===== src/rtl/ras_ckpt.sv =====
// Return address stack with push/pop, replace-top, saturating occupancy and
// checkpoint restore. The storage is circular, so any depth >= 2 is supported.
module ras_ckpt #(
  parameter int RAS_ENTRIES      = 8,
  parameter int RAS_INDEX_WIDTH  = $clog2(RAS_ENTRIES),
  parameter int RAS_TARGET_WIDTH = 31
) (
  input  logic                        CLK,
  input  logic                        RST,
  input  logic                        push_valid,
  input  logic [RAS_TARGET_WIDTH-1:0] push_target,
  input  logic                        pop_valid,
  input  logic                        restore_valid,
  input  logic [RAS_INDEX_WIDTH-1:0]  restore_index,
  input  logic [RAS_INDEX_WIDTH:0]    restore_count,
  input  logic [RAS_TARGET_WIDTH-1:0] restore_target,
  output logic [RAS_TARGET_WIDTH-1:0] top_target,
  output logic [RAS_INDEX_WIDTH-1:0]  ras_index,
  output logic [RAS_INDEX_WIDTH:0]    ras_count,
  output logic                        empty,
  output logic                        full,
  output logic                        overflow,
  output logic                        underflow
);

  localparam int IW    = RAS_INDEX_WIDTH;
  localparam int CNT_W = RAS_INDEX_WIDTH + 1;
  localparam logic [IW-1:0]    MAX_IDX = IW'(RAS_ENTRIES - 1);
  localparam logic [CNT_W-1:0] MAX_CNT = CNT_W'(RAS_ENTRIES);

  logic [RAS_TARGET_WIDTH-1:0] stack [RAS_ENTRIES];
  logic [IW-1:0]               ptr;
  logic [CNT_W-1:0]            count;
  logic [IW-1:0]               ptr_inc;
  logic [IW-1:0]               ptr_dec;

  // Wrap compares against the real depth so non-power-of-two stacks never
  // step into the unused pointer codes.
  function automatic logic [IW-1:0] wrap_inc(input logic [IW-1:0] p);
    return (p == MAX_IDX) ? '0 : p + IW'(1);
  endfunction

  function automatic logic [IW-1:0] wrap_dec(input logic [IW-1:0] p);
    return (p == '0) ? MAX_IDX : p - IW'(1);
  endfunction

  assign ptr_inc    = wrap_inc(ptr);
  assign ptr_dec    = wrap_dec(ptr);
  assign top_target = stack[ptr];
  assign ras_index  = ptr;
  assign ras_count  = count;
  assign empty      = (count == '0);
  assign full       = (count == MAX_CNT);

  always_ff @(posedge CLK) begin
    if (RST) begin
      ptr       <= '0;
      count     <= '0;
      overflow  <= 1'b0;
      underflow <= 1'b0;
      for (int i = 0; i < RAS_ENTRIES; i++) stack[i] <= '0;
    end else begin
      overflow  <= 1'b0;
      underflow <= 1'b0;
      if (restore_valid) begin
        ptr                  <= restore_index;
        count                <= restore_count;
        stack[restore_index] <= restore_target;
      end else if (push_valid && pop_valid) begin
        stack[ptr] <= push_target;
        if (count == '0) count <= CNT_W'(1);
      end else if (push_valid) begin
        ptr            <= ptr_inc;
        stack[ptr_inc] <= push_target;
        if (count < MAX_CNT) count <= count + CNT_W'(1);
        else                 overflow <= 1'b1;
      end else if (pop_valid) begin
        // Pointer still walks back on underflow so stale entries act as a guess.
        ptr <= ptr_dec;
        if (count != '0) count <= count - CNT_W'(1);
        else             underflow <= 1'b1;
      end
    end
  end

  restore_in_range: assert property (@(posedge CLK) disable iff (RST)
    restore_valid |-> (restore_index <= MAX_IDX && restore_count <= MAX_CNT));

endmodule


===== config.mk =====
export PLATFORM = sky130hd
export DESIGN_NAME = ras_ckpt
export DESIGN_NICKNAME = d
export VERILOG_FILES = /design/src/rtl/ras_ckpt.sv
export SDC_FILE = /design/constraint.sdc
export NUM_CORES = 1
export LEC_CHECK = 0
export ABC_CLOCK_PERIOD_IN_PS = 7300
export BUFFER_PORTS_ARGS = -buffer_cell sky130_fd_sc_hd__buf_2
export CORE_UTILIZATION = 64
export DETAILED_ROUTE_END_ITERATION = 10
export PLACE_DENSITY = 0.88
export SLEW_MARGIN = 40
export SYNTH_ARGS = -nofsm -noshare
export SYNTH_HDL_FRONTEND = slang
export SYNTH_SLANG_ARGS = --single-unit

===== constraint.sdc =====
create_clock -name CLK -period 7.3 [get_ports CLK]
set_clock_uncertainty 0.05 [all_clocks]
set_input_delay 0.365 -clock CLK [delete_from_list [all_inputs] [get_ports CLK]]
set_output_delay 0.365 -clock CLK [all_outputs]
set_load 0.05 [all_outputs]

# Word level (Yosys, flattened, before mapping)
# Memory sizes are Yosys's and may differ from the RTL's. A register that Yosys moved wholly into a read port is not among the register bits.
# Cells that the tools add are included.
[totals] regBits=9 ramBits=248 output_inout_bits=42 memories=1
[memory_table] memory="stack" words=8 word_bits=31 read_ports=1 rd_clocked_by_memory_dff=1 write_ports=8 line="31" source="logic [RAS_TARGET_WIDTH-1:0] stack [RAS_ENTRIES];"
[op_classes] n_addsub=4 order_cmp=1 n_eq_ne=5 muxes=40 bitwise_logic=2 reduce_logical=14
[op_table] cell="31-bit two-way mux" n=3
[op_table] cell="31-bit OR reduction" n=3
[op_table] cell="3-bit two-way mux" n=11
[op_table] cell="4-bit two-way mux" n=7
[op_table] cell="1-bit two-way mux" n=19
[op_table] cell="4-bit nonzero test" n=3
[op_table] cell="5-bit OR reduction" n=1
[op_table] cell="4-bit by 1-bit adder with 4-bit output (second input constant)" n=1
[op_table] cell="4-bit == test (second input constant)" n=1
[op_table] cell="4-bit zero test" n=1
[op_table] cell="4-bit < comparator (second input constant)" n=1
[op_table] cell="4-bit by 1-bit != test with 1-bit output (second input constant)" n=1
[op_table] cell="4-bit AND reduction" n=1
[op_table] cell="4-bit OR reduction" n=1
[op_table] cell="4-bit by 1-bit subtractor with 4-bit output (second input constant)" n=1
[op_table] cell="3-bit by 1-bit adder with 3-bit output (second input constant)" n=1
[op_table] cell="3-bit == test (second input constant)" n=1
[op_table] cell="3-bit zero test" n=1
[op_table] cell="3-bit != test (second input constant)" n=1
[op_table] cell="3-bit nonzero test" n=1
[op_table] cell="3-bit by 1-bit subtractor with 3-bit output (second input constant)" n=1
[op_table] cell="2-bit != test (second input constant)" n=1
[op_table] cell="1-bit inverter" n=2
[op_table] cell="2-bit AND reduction" n=1
[op_table] cell="1-bit logical AND" n=1

# Logic depth before layout (Yosys ltp)
# Gate-level depths: netlist (run 1).
[depth] ltp_word=8 depth_mapped=7 mapped_depth_nobuf=6

# Worst setup path after synthesis (run 1)
# OpenSTA, ideal clock, no wires.
[synth_timing] path_type="reg-to-reg" startpoint="register ptr[0], in the netlist ras_index[0]" endpoint="memory stack[7][0], enable pin" setup_time_ps=426 arrival_time_ps=3435 required_time_ps=6824 path_slack_ps=3389 stages_incl_launch_ff=8 cell_sequence="dfxtp_1 ha_1 ha_1 or3_1 a21oi_2 o21ai_4 buf_2 o21bai_1"
[synth_lines] element="from (decl)" line="32" source="logic [IW-1:0] ptr;"
[synth_lines] element="from (signal assigned)" line="66" source="ptr <= restore_index;"
[synth_lines] element="from (signal assigned)" line="73" source="ptr <= ptr_inc;"
[synth_lines] element="from (signal assigned)" line="79" source="ptr <= ptr_dec;"
[synth_lines] element="to (decl)" line="31"

==> results of run 1 <==
[path summary, 6_finish.rpt]
kind	start	slack [ns]	endpoint	cells past startpoint
worst min register to register	ras_count[2]$_SDFFE_PP0P_	0.54	ras_count[2]$_SDFFE_PP0P_	2
worst min-delay path	restore_index[0]	0.18	register	3
worst max register to register	ras_index[0]$_SDFFE_PP0P_	4.04	stack[7][19]$_SDFFCE_PN0P_	8
worst max-delay path	register	3.80	top_target[18]	4
[layer usage]
layer | GRT usage [%] | vias to the layer above
met3 | 3.76 | 96
met5 | 0 | -
met1 | 37.6 | 3854
met2 | 53.0 | 543
met4 | 15.8 | 0
li1 | - | 3314
[power by group through the flow]
stage	logic [W]	clock network [W]	registers (W)
detailed placement	0.000571	0	0.00179
global placement	0.000546	0	0.00179
finish	0.000583	0.00131	0.00176
CTS	0.000577	0.00130	0.00176
global route	0.000610	0.00136	0.00177
floorplan	0.000416	0	0.00179
[per-stage QoR]
step	cell area, um^2	setup WS [ns]	hold slack [ns]	instances
after floorplan	12000	3.39	0.502	804
after global placement	12700	3.80	0.519	1095
after detailed placement	12900	3.94	0.523	1103
after CTS	13700	3.72	0.148	1151
after global routing	13800	3.62	0.180	1152
final	13800	3.80	0.178	1152
[cell families after synthesis]
logic type,Yosys count,share of synthesized area (%)
mux,129,17.6
buf+inv,71,3.26
xor+xnor,2,0.145
simple gates,300,11.7
fa+ha+maj,7,0.790
flops,260,63.8
compound gates,35,2.71
[sequential cells by signal, summed over array words and instances, names as in the netlist, named ones only]
signal,cells
stack,248
ras_count,4
ras_index,3
overflow,1
underflow,1
[worst min-delay path, stage by stage]
cell and delay, ns:
buf_2 0.12, nand2_1 0.08, a311oi_1 0.13
[cells in the final DEF (no fill, tap or decap), types with 3 or more instances in the layout]
cell type / n
mux2i_2: 6
nand3_1: 3
nor2b_1: 6
nor2_1: 135
o21bai_4: 4
clkbuf_16: 27
nand2b_1: 4
a21oi_1: 6
nor4b_1: 3
nand2b_4: 4
buf_2: 115
mux4_2: 62
clkinv_2: 9
nor3_1: 124
ha_1: 6
a211oi_1: 5
buf_8: 4
buf_4: 11
edfxtp_1: 248
clkbuf_1: 3
clkinv_1: 5
inv_1: 7
mux2_2: 31
mux2i_1: 29
nand2_1: 5
dfxtp_1: 10
buf_16: 4
[area by class of cell]
class,count,area [um^2],share of cell area [%]
tap,229,287,2.08
multi-input combinational,473,4090,29.7
clock buffer,30,687,4.99
timing repair buffer,135,848,6.16
inverter,7,26.3,0.191
sequential,260,7690,55.9
clock inverter,18,143,1.04
==> flow_metrics.env, run 1 <==
export IMPL_cellPowerDensity_nw_per_um2=265
export IMPL_syn_inst=804
export IMPL_fmax_ghz=0.286
export IMPL_num_vias=7807
export IMPL_min_period_ns=3.50
export IMPL_worstPathMaxFanout=32
export IMPL_die_h_um=139
export IMPL_violations="design-rule violations"
export IMPL_yosysWarnings=0
export IMPL_clkSinkCount=260
export IMPL_rows=49
export IMPL_max_vdd_ir_drop_mv=0.214
export IMPL_synthDistinctLibCells=53
export IMPL_async_reset_ff_share_pct=0
export IMPL_track_usage_pct=30.4
export IMPL_drt_pass1_iter_count=8
export IMPL_gp_congestion=0.846
export IMPL_crit_chain="buf_4 -> mux4_2 -> mux2_2 -> buf_2"
export IMPL_drive_gt1_share_pct=32.3
export IMPL_path_buf_inv=2
export IMPL_synth_most_common_cell="edfxtp_1"
export IMPL_grt_pass1_wl_um=44300
export IMPL_start_util_pct=66.1
export IMPL_status="complete, but fails checks"
export IMPL_synth_edf_count=248
export IMPL_die_w_um=139
export IMPL_path_class="register to primary output"
export IMPL_cts_max_level=1
export IMPL_slew_violations=0
export IMPL_crit_path_start_kind="register"
export IMPL_synth_top_area_cell="edfxtp_1"
export IMPL_core_um2=18200
export IMPL_postLayoutCoreUtil_pct=75.6
export IMPL_ys_ff_latch=260
export IMPL_p_int_w=0.00267
export IMPL_met2_length_um=15000
export IMPL_p_switching_w=0.000987
export IMPL_timing_critical_path_required_ns=6.88
export IMPL_cts_tree="done"
export IMPL_synth_area_leaders="edfxtp_1, mux4_2, nor3_1"
export IMPL_post_drt_wl_per_cell_um=25.1
export IMPL_clock_latency_ns=0.51
export IMPL_top_layer_used="met4"
export IMPL_clkTransAtPathRegs_ns=0.06
export IMPL_yosysTopAreaCellShare_pct=61.8
export IMPL_met3_length_um=2420
export IMPL_dieArea_um2=19400
export IMPL_remaining_drc_errors=6
export IMPL_cts_resized=0
export IMPL_synth_ff_type="edfxtp_1"
export IMPL_fin_setup_tns_ns=0
export IMPL_vias_per_cell=6.78
export IMPL_p_leak_nw=4.92
export IMPL_synth_common_cells="edfxtp_1, nor2_1, nor3_1"
export IMPL_synth_nets=885
export IMPL_cpPeakStageDelay_ns=0.79
export IMPL_nNetsFinal=984
export IMPL_antenna_found_initial=0
export IMPL_relSlewSlack_pct=40.5
export IMPL_ant_nets=0
export IMPL_combPwrFrac_pct=16.0
export IMPL_setup_viol_count_final=0
export IMPL_seq_area_frac_synth_pct=63.8
export IMPL_tightest_slew_ns=0.868
export IMPL_syn_avg_cell_area_um2=15.0
export IMPL_root_buffer="clkbuf_16"
export IMPL_cts_max_path_buffers=3
export IMPL_pin_count=116
export IMPL_timing_final_crit_share_pct=47.9
export IMPL_grt_pass1_vias=8029
export IMPL_critPathCaptureType="primary output"
export IMPL_hold_viol=0
export IMPL_cap_violations=0
export IMPL_sw_frac_of_total_pct=27.0
export IMPL_overflow=0
export IMPL_wl_met1_um=10200
export IMPL_portBuffers=115
export IMPL_syn_cell_area_um2=12000
export IMPL_crit_family="multiplexers"
export IMPL_crit_arrival_ns=3.08
export IMPL_fillers=966
export IMPL_wirelength_um=28900
export IMPL_syn_to_final_growth_pct=14.4
export IMPL_hold_path_class="input pin to register"
export IMPL_drt_iter0_markers=776
export IMPL_slowest_stage="dfxtp_4"
export IMPL_cts_setup_buffers=0
export IMPL_postCtsHoldBufs=0
export IMPL_pwr_share_clk_pct=35.8
export IMPL_p_seq_share_pct=48.3
export IMPL_cts_buffers=26
export IMPL_grt_max_degree=65
export IMPL_rsz0062_at_grt="false"
export IMPL_total_power_w=0.00365
export IMPL_n_antenna_cell=0
export IMPL_hpwlAfterDp_um=16500
Note: power is estimated with default switching activity, not from simulation.
==> run 2, diff against run 1 <==
--- a/config.mk
+++ b/config.mk
@@ -5,11 +5,12 @@
 export SDC_FILE = /design/constraint.sdc
 export NUM_CORES = 1
 export LEC_CHECK = 0
-export ABC_CLOCK_PERIOD_IN_PS = 7300
+export ABC_AREA = 1
+export ABC_CLOCK_PERIOD_IN_PS = 3100
 export BUFFER_PORTS_ARGS = -buffer_cell sky130_fd_sc_hd__buf_2
-export CORE_UTILIZATION = 64
+export CORE_UTILIZATION = 54
 export DETAILED_ROUTE_END_ITERATION = 10
-export PLACE_DENSITY = 0.88
+export PLACE_DENSITY = 0.79
 export SLEW_MARGIN = 40
 export SYNTH_ARGS = -nofsm -noshare
 export SYNTH_HDL_FRONTEND = slang
==> constraint.sdc (replaced) <==
create_clock -name CLK -period 3.1 [get_ports CLK]
set_clock_uncertainty 0.05 [all_clocks]
set_input_delay 0.155 -clock CLK [delete_from_list [all_inputs] [get_ports CLK]]
set_output_delay 0.155 -clock CLK [all_outputs]
set_load 0.05 [all_outputs]
==> run 2 against run 1 <==
Against the previous run: the flow now finishes without violations; critical path depth increased by 2; utilization is 13 points lower; first-iteration DRC count grew 8.5%; sequential power is 140% higher; synthesized cell count grew 47%; wire length grew 11%; setup slack got worse by 3.5 ns; area after synthesis rose by 12%; combinational power rose to 3.1 times the previous value; non-clock buffer count increased by 23; total power grew 140%; critical path type unchanged.
==> flow_metrics.env, run 2 <==
export IMPL_drive_gt1_share_pct=32.9
export IMPL_cts_tree="done"
export IMPL_setup_viol_count_final=0
export IMPL_cts_buffers=27
export IMPL_synth_common_cells="edfxtp_1, nor3_2, nand2_1"
export IMPL_reg2reg_to="stack[0][13]$_SDFFCE_PN0P_"
export IMPL_clkTransAtPathRegs_ns=0.06
export IMPL_timing_critical_path_required_ns=2.89
export IMPL_clock_latency_ns=0.52
export IMPL_path_common_cell="nand2_1"
export IMPL_wirelength_um=32200
export IMPL_p_switching_w=0.00271
export IMPL_crit_path_start_kind="register"
export IMPL_ant_nets=0
export IMPL_hold_viol=0
export IMPL_drt_pass1_iter_count=5
export IMPL_sw_frac_of_total_pct=30.7
export IMPL_cpPeakStageDelay_ns=0.57
export IMPL_nNetsFinal=1352
export IMPL_synth_nets=1265
export IMPL_critPathCaptureType="primary output"
export IMPL_syn_avg_cell_area_um2=11.4
export IMPL_r2r_cells=8
export IMPL_path_class="register to primary output"
export IMPL_synthDistinctLibCells=34
export IMPL_hpwlAfterDp_um=18700
export IMPL_synth_area_leaders="edfxtp_1, nor3_2, mux2i_1"
export IMPL_crit_chain="buf_4 -> o21ai_0 -> o22ai_1 -> nand2_1 -> nand2_1 -> buf_2"
export IMPL_slowest_stage="dfxtp_4"
export IMPL_pin_count=116
export IMPL_antenna_found_initial=0
export IMPL_grt_pass1_wl_um=52000
export IMPL_total_power_w=0.00883
export IMPL_yosysTopAreaCellShare_pct=55.1
export IMPL_drt_iter0_markers=842
export IMPL_overflow=0
export IMPL_syn_to_final_growth_pct=13.1
export IMPL_pwr_share_clk_pct=32.5
export IMPL_yosysWarnings=0
export IMPL_core_um2=24500
export IMPL_crit_arrival_ns=2.59
export IMPL_grt_pass1_vias=9563
export IMPL_final_common_cell="edfxtp_1"
export IMPL_grt_max_degree=72
export IMPL_dieArea_um2=25700
export IMPL_rows=57
export IMPL_vias_per_cell=5.94
export IMPL_num_vias=9587
export IMPL_cts_max_level=1
export IMPL_rsz0062_at_grt="false"
export IMPL_cp_depth=6
export IMPL_fmax_ghz=0.358
export IMPL_post_drt_wl_per_cell_um=20.0
export IMPL_synth_edf_count=248
export IMPL_p_leak_nw=5.60
export IMPL_portBuffers=115
export IMPL_cap_violations=0
export IMPL_dp_cells=1560
export IMPL_regMostFlops="stack"
export IMPL_worstPathMaxFanout=42
export IMPL_async_reset_ff_share_pct=0
export IMPL_final_cell_mix="edfxtp_1, nor3_2, nand2_1"
export IMPL_slew_violations=0
export IMPL_r2r_setup_slack_ns=0.46
export IMPL_track_usage_pct=25.6
export IMPL_largest_reg_flops=248
export IMPL_synth_ff_type="edfxtp_1"
export IMPL_start_util_pct=55.2
export IMPL_status="complete, no violations"
export IMPL_die_h_um=160
export IMPL_cts_setup_buffers=0
export IMPL_combPwrFrac_pct=20.5
export IMPL_max_vdd_ir_drop_mv=0.408
export IMPL_hold_path_class="input pin to register"
export IMPL_synth_most_common_cell="edfxtp_1"
export IMPL_tightest_slew_ns=0.780
export IMPL_root_buffer="clkbuf_16"
export IMPL_remaining_drc_errors=0
export IMPL_cellPowerDensity_nw_per_um2=577
export IMPL_r2r_start="ras_index[0]$_SDFFE_PP0P_"
export IMPL_timing_final_crit_share_pct=90.2
export IMPL_synth_top_area_cell="edfxtp_1"
export IMPL_ys_ff_latch=260
export IMPL_path_buf_inv=2
export IMPL_relSlewSlack_pct=48.0
export IMPL_endpoint="top_target[27]"
export IMPL_crit_family="buffers and inverters"
export IMPL_gp_congestion=0.887
export IMPL_clkSinkCount=260
export IMPL_p_int_w=0.00611
export IMPL_syn_inst=1184
export IMPL_p_seq_share_pct=47.0
export IMPL_min_period_ns=2.80
export IMPL_syn_cell_area_um2=13500
export IMPL_n_antenna_cell=0
export IMPL_seq_area_frac_synth_pct=56.9
export IMPL_die_w_um=160
export IMPL_instances_no_fill=1613
export IMPL_cts_max_path_buffers=3
[run 2: cell count changes after synthesis, moves of 46 or more]
cell | before | now
nor3_1 | 124 | 64
inv_1 | 7 | 53
mux4_2 | 62 | 0
nor2_1 | 135 | 79
nand2_1 | 5 | 161
o21ai_0 | 1 | 70
o22ai_1 | 0 | 64
nor3_2 | 1 | 186
[run 2: power groups by stage]
stage | clock network (W) | logic (W) | registers, W
after global placement | 0 | 0.00176 | 0.00421
after CTS | 0.00290 | 0.00181 | 0.00415
after floorplan | 0 | 0.00127 | 0.00422
after detailed placement | 0 | 0.00179 | 0.00422
after global routing | 0.00304 | 0.00194 | 0.00417
final | 0.00287 | 0.00181 | 0.00415
[run 2: worst min-delay path by stage]
stage                      from                   endpoint  slack [ns]  cells after the start
6_report       restore_count[0]  ras_count[0]$_SDFFE_PP0P_        0.02                      5
5_1_grt        restore_count[0]  ras_count[0]$_SDFFE_PP0P_        0.04                      5
4_1_cts        restore_count[0]  ras_count[0]$_SDFFE_PP0P_        0.01                      5
3_5_place_dp                RST  ras_count[0]$_SDFFE_PP0P_        0.40                      2
3_3_place_gp                RST  ras_count[0]$_SDFFE_PP0P_        0.39                      2
2_1_floorplan         pop_valid       underflow$_SDFF_PP0_        0.25                      2
[run 2: kinds of logic (layout without fill, tap and decap cells)]
family / Yosys count / in the layout / share of synthesized area [%]
AND/OR/NAND/NOR: 515 / 515 / 24.0
AO/OA/AOI/OAI: 180 / 180 / 8.20
flip-flops: 260 / 260 / 56.9
XOR/XNOR: 2 / 2 / 0.130
buffers and inverters: 158 / 263 / 5.53
multiplexers: 62 / 62 / 4.59
adder cells (fa/ha/maj): 7 / 7 / 0.704
[run 2: what timing repair did]
action / CTS / global route
endpoints found under the hold margin: 6 / 0
hold buffers: 6 / 0
gates resized for setup: 0 / 0
[run 2: stage by stage]
stage	setup WS (ns)	setup TNS [ns]	util, %	cell area (um^2)	hold slack, ns
floorplan	-0.417	-25.84	-	13500	0.247
global placement	0.596	0	59.1	14500	0.392
detailed placement	0.511	0	59.1	14500	0.399
CTS	0.324	0	62.5	15300	0.0149
global route	0.181	0	62.5	15300	0.0417
finish	0.304	0	62.5	15300	0.0231
[run 2: per-layer routing]
metal  share of wire [%]  up-vias  global-route usage (%)
met5                   0        -                       0
met2                  50      344                    44.0
met1                  41     4725                    33.6
met3                 6.3       61                    3.71
met4                 2.2        0                    7.49
li1                    -     4457                       -
[run 2: worst reg2reg max path: stages, from the launching register on]
cell and delay, ns:
dfxtp_1 0.39, inv_1 0.11, ha_1 0.32, nand2_1 0.09, nand3_1 0.11, nand3_1 0.21, nand2_4 0.24, o21ai_4 0.55
buf_12 0.27
[run 2: layout make-up]
cell class / instances / area (um^2)
fillers: 1912 / 9170
multi-input cells: 766 / 5200
well taps: 324 / 405
repair buffers: 158 / 1010
inverters: 58 / 218
clock buffers: 40 / 724
flip-flops and latches: 260 / 7690
clock inverters: 7 / 36.3
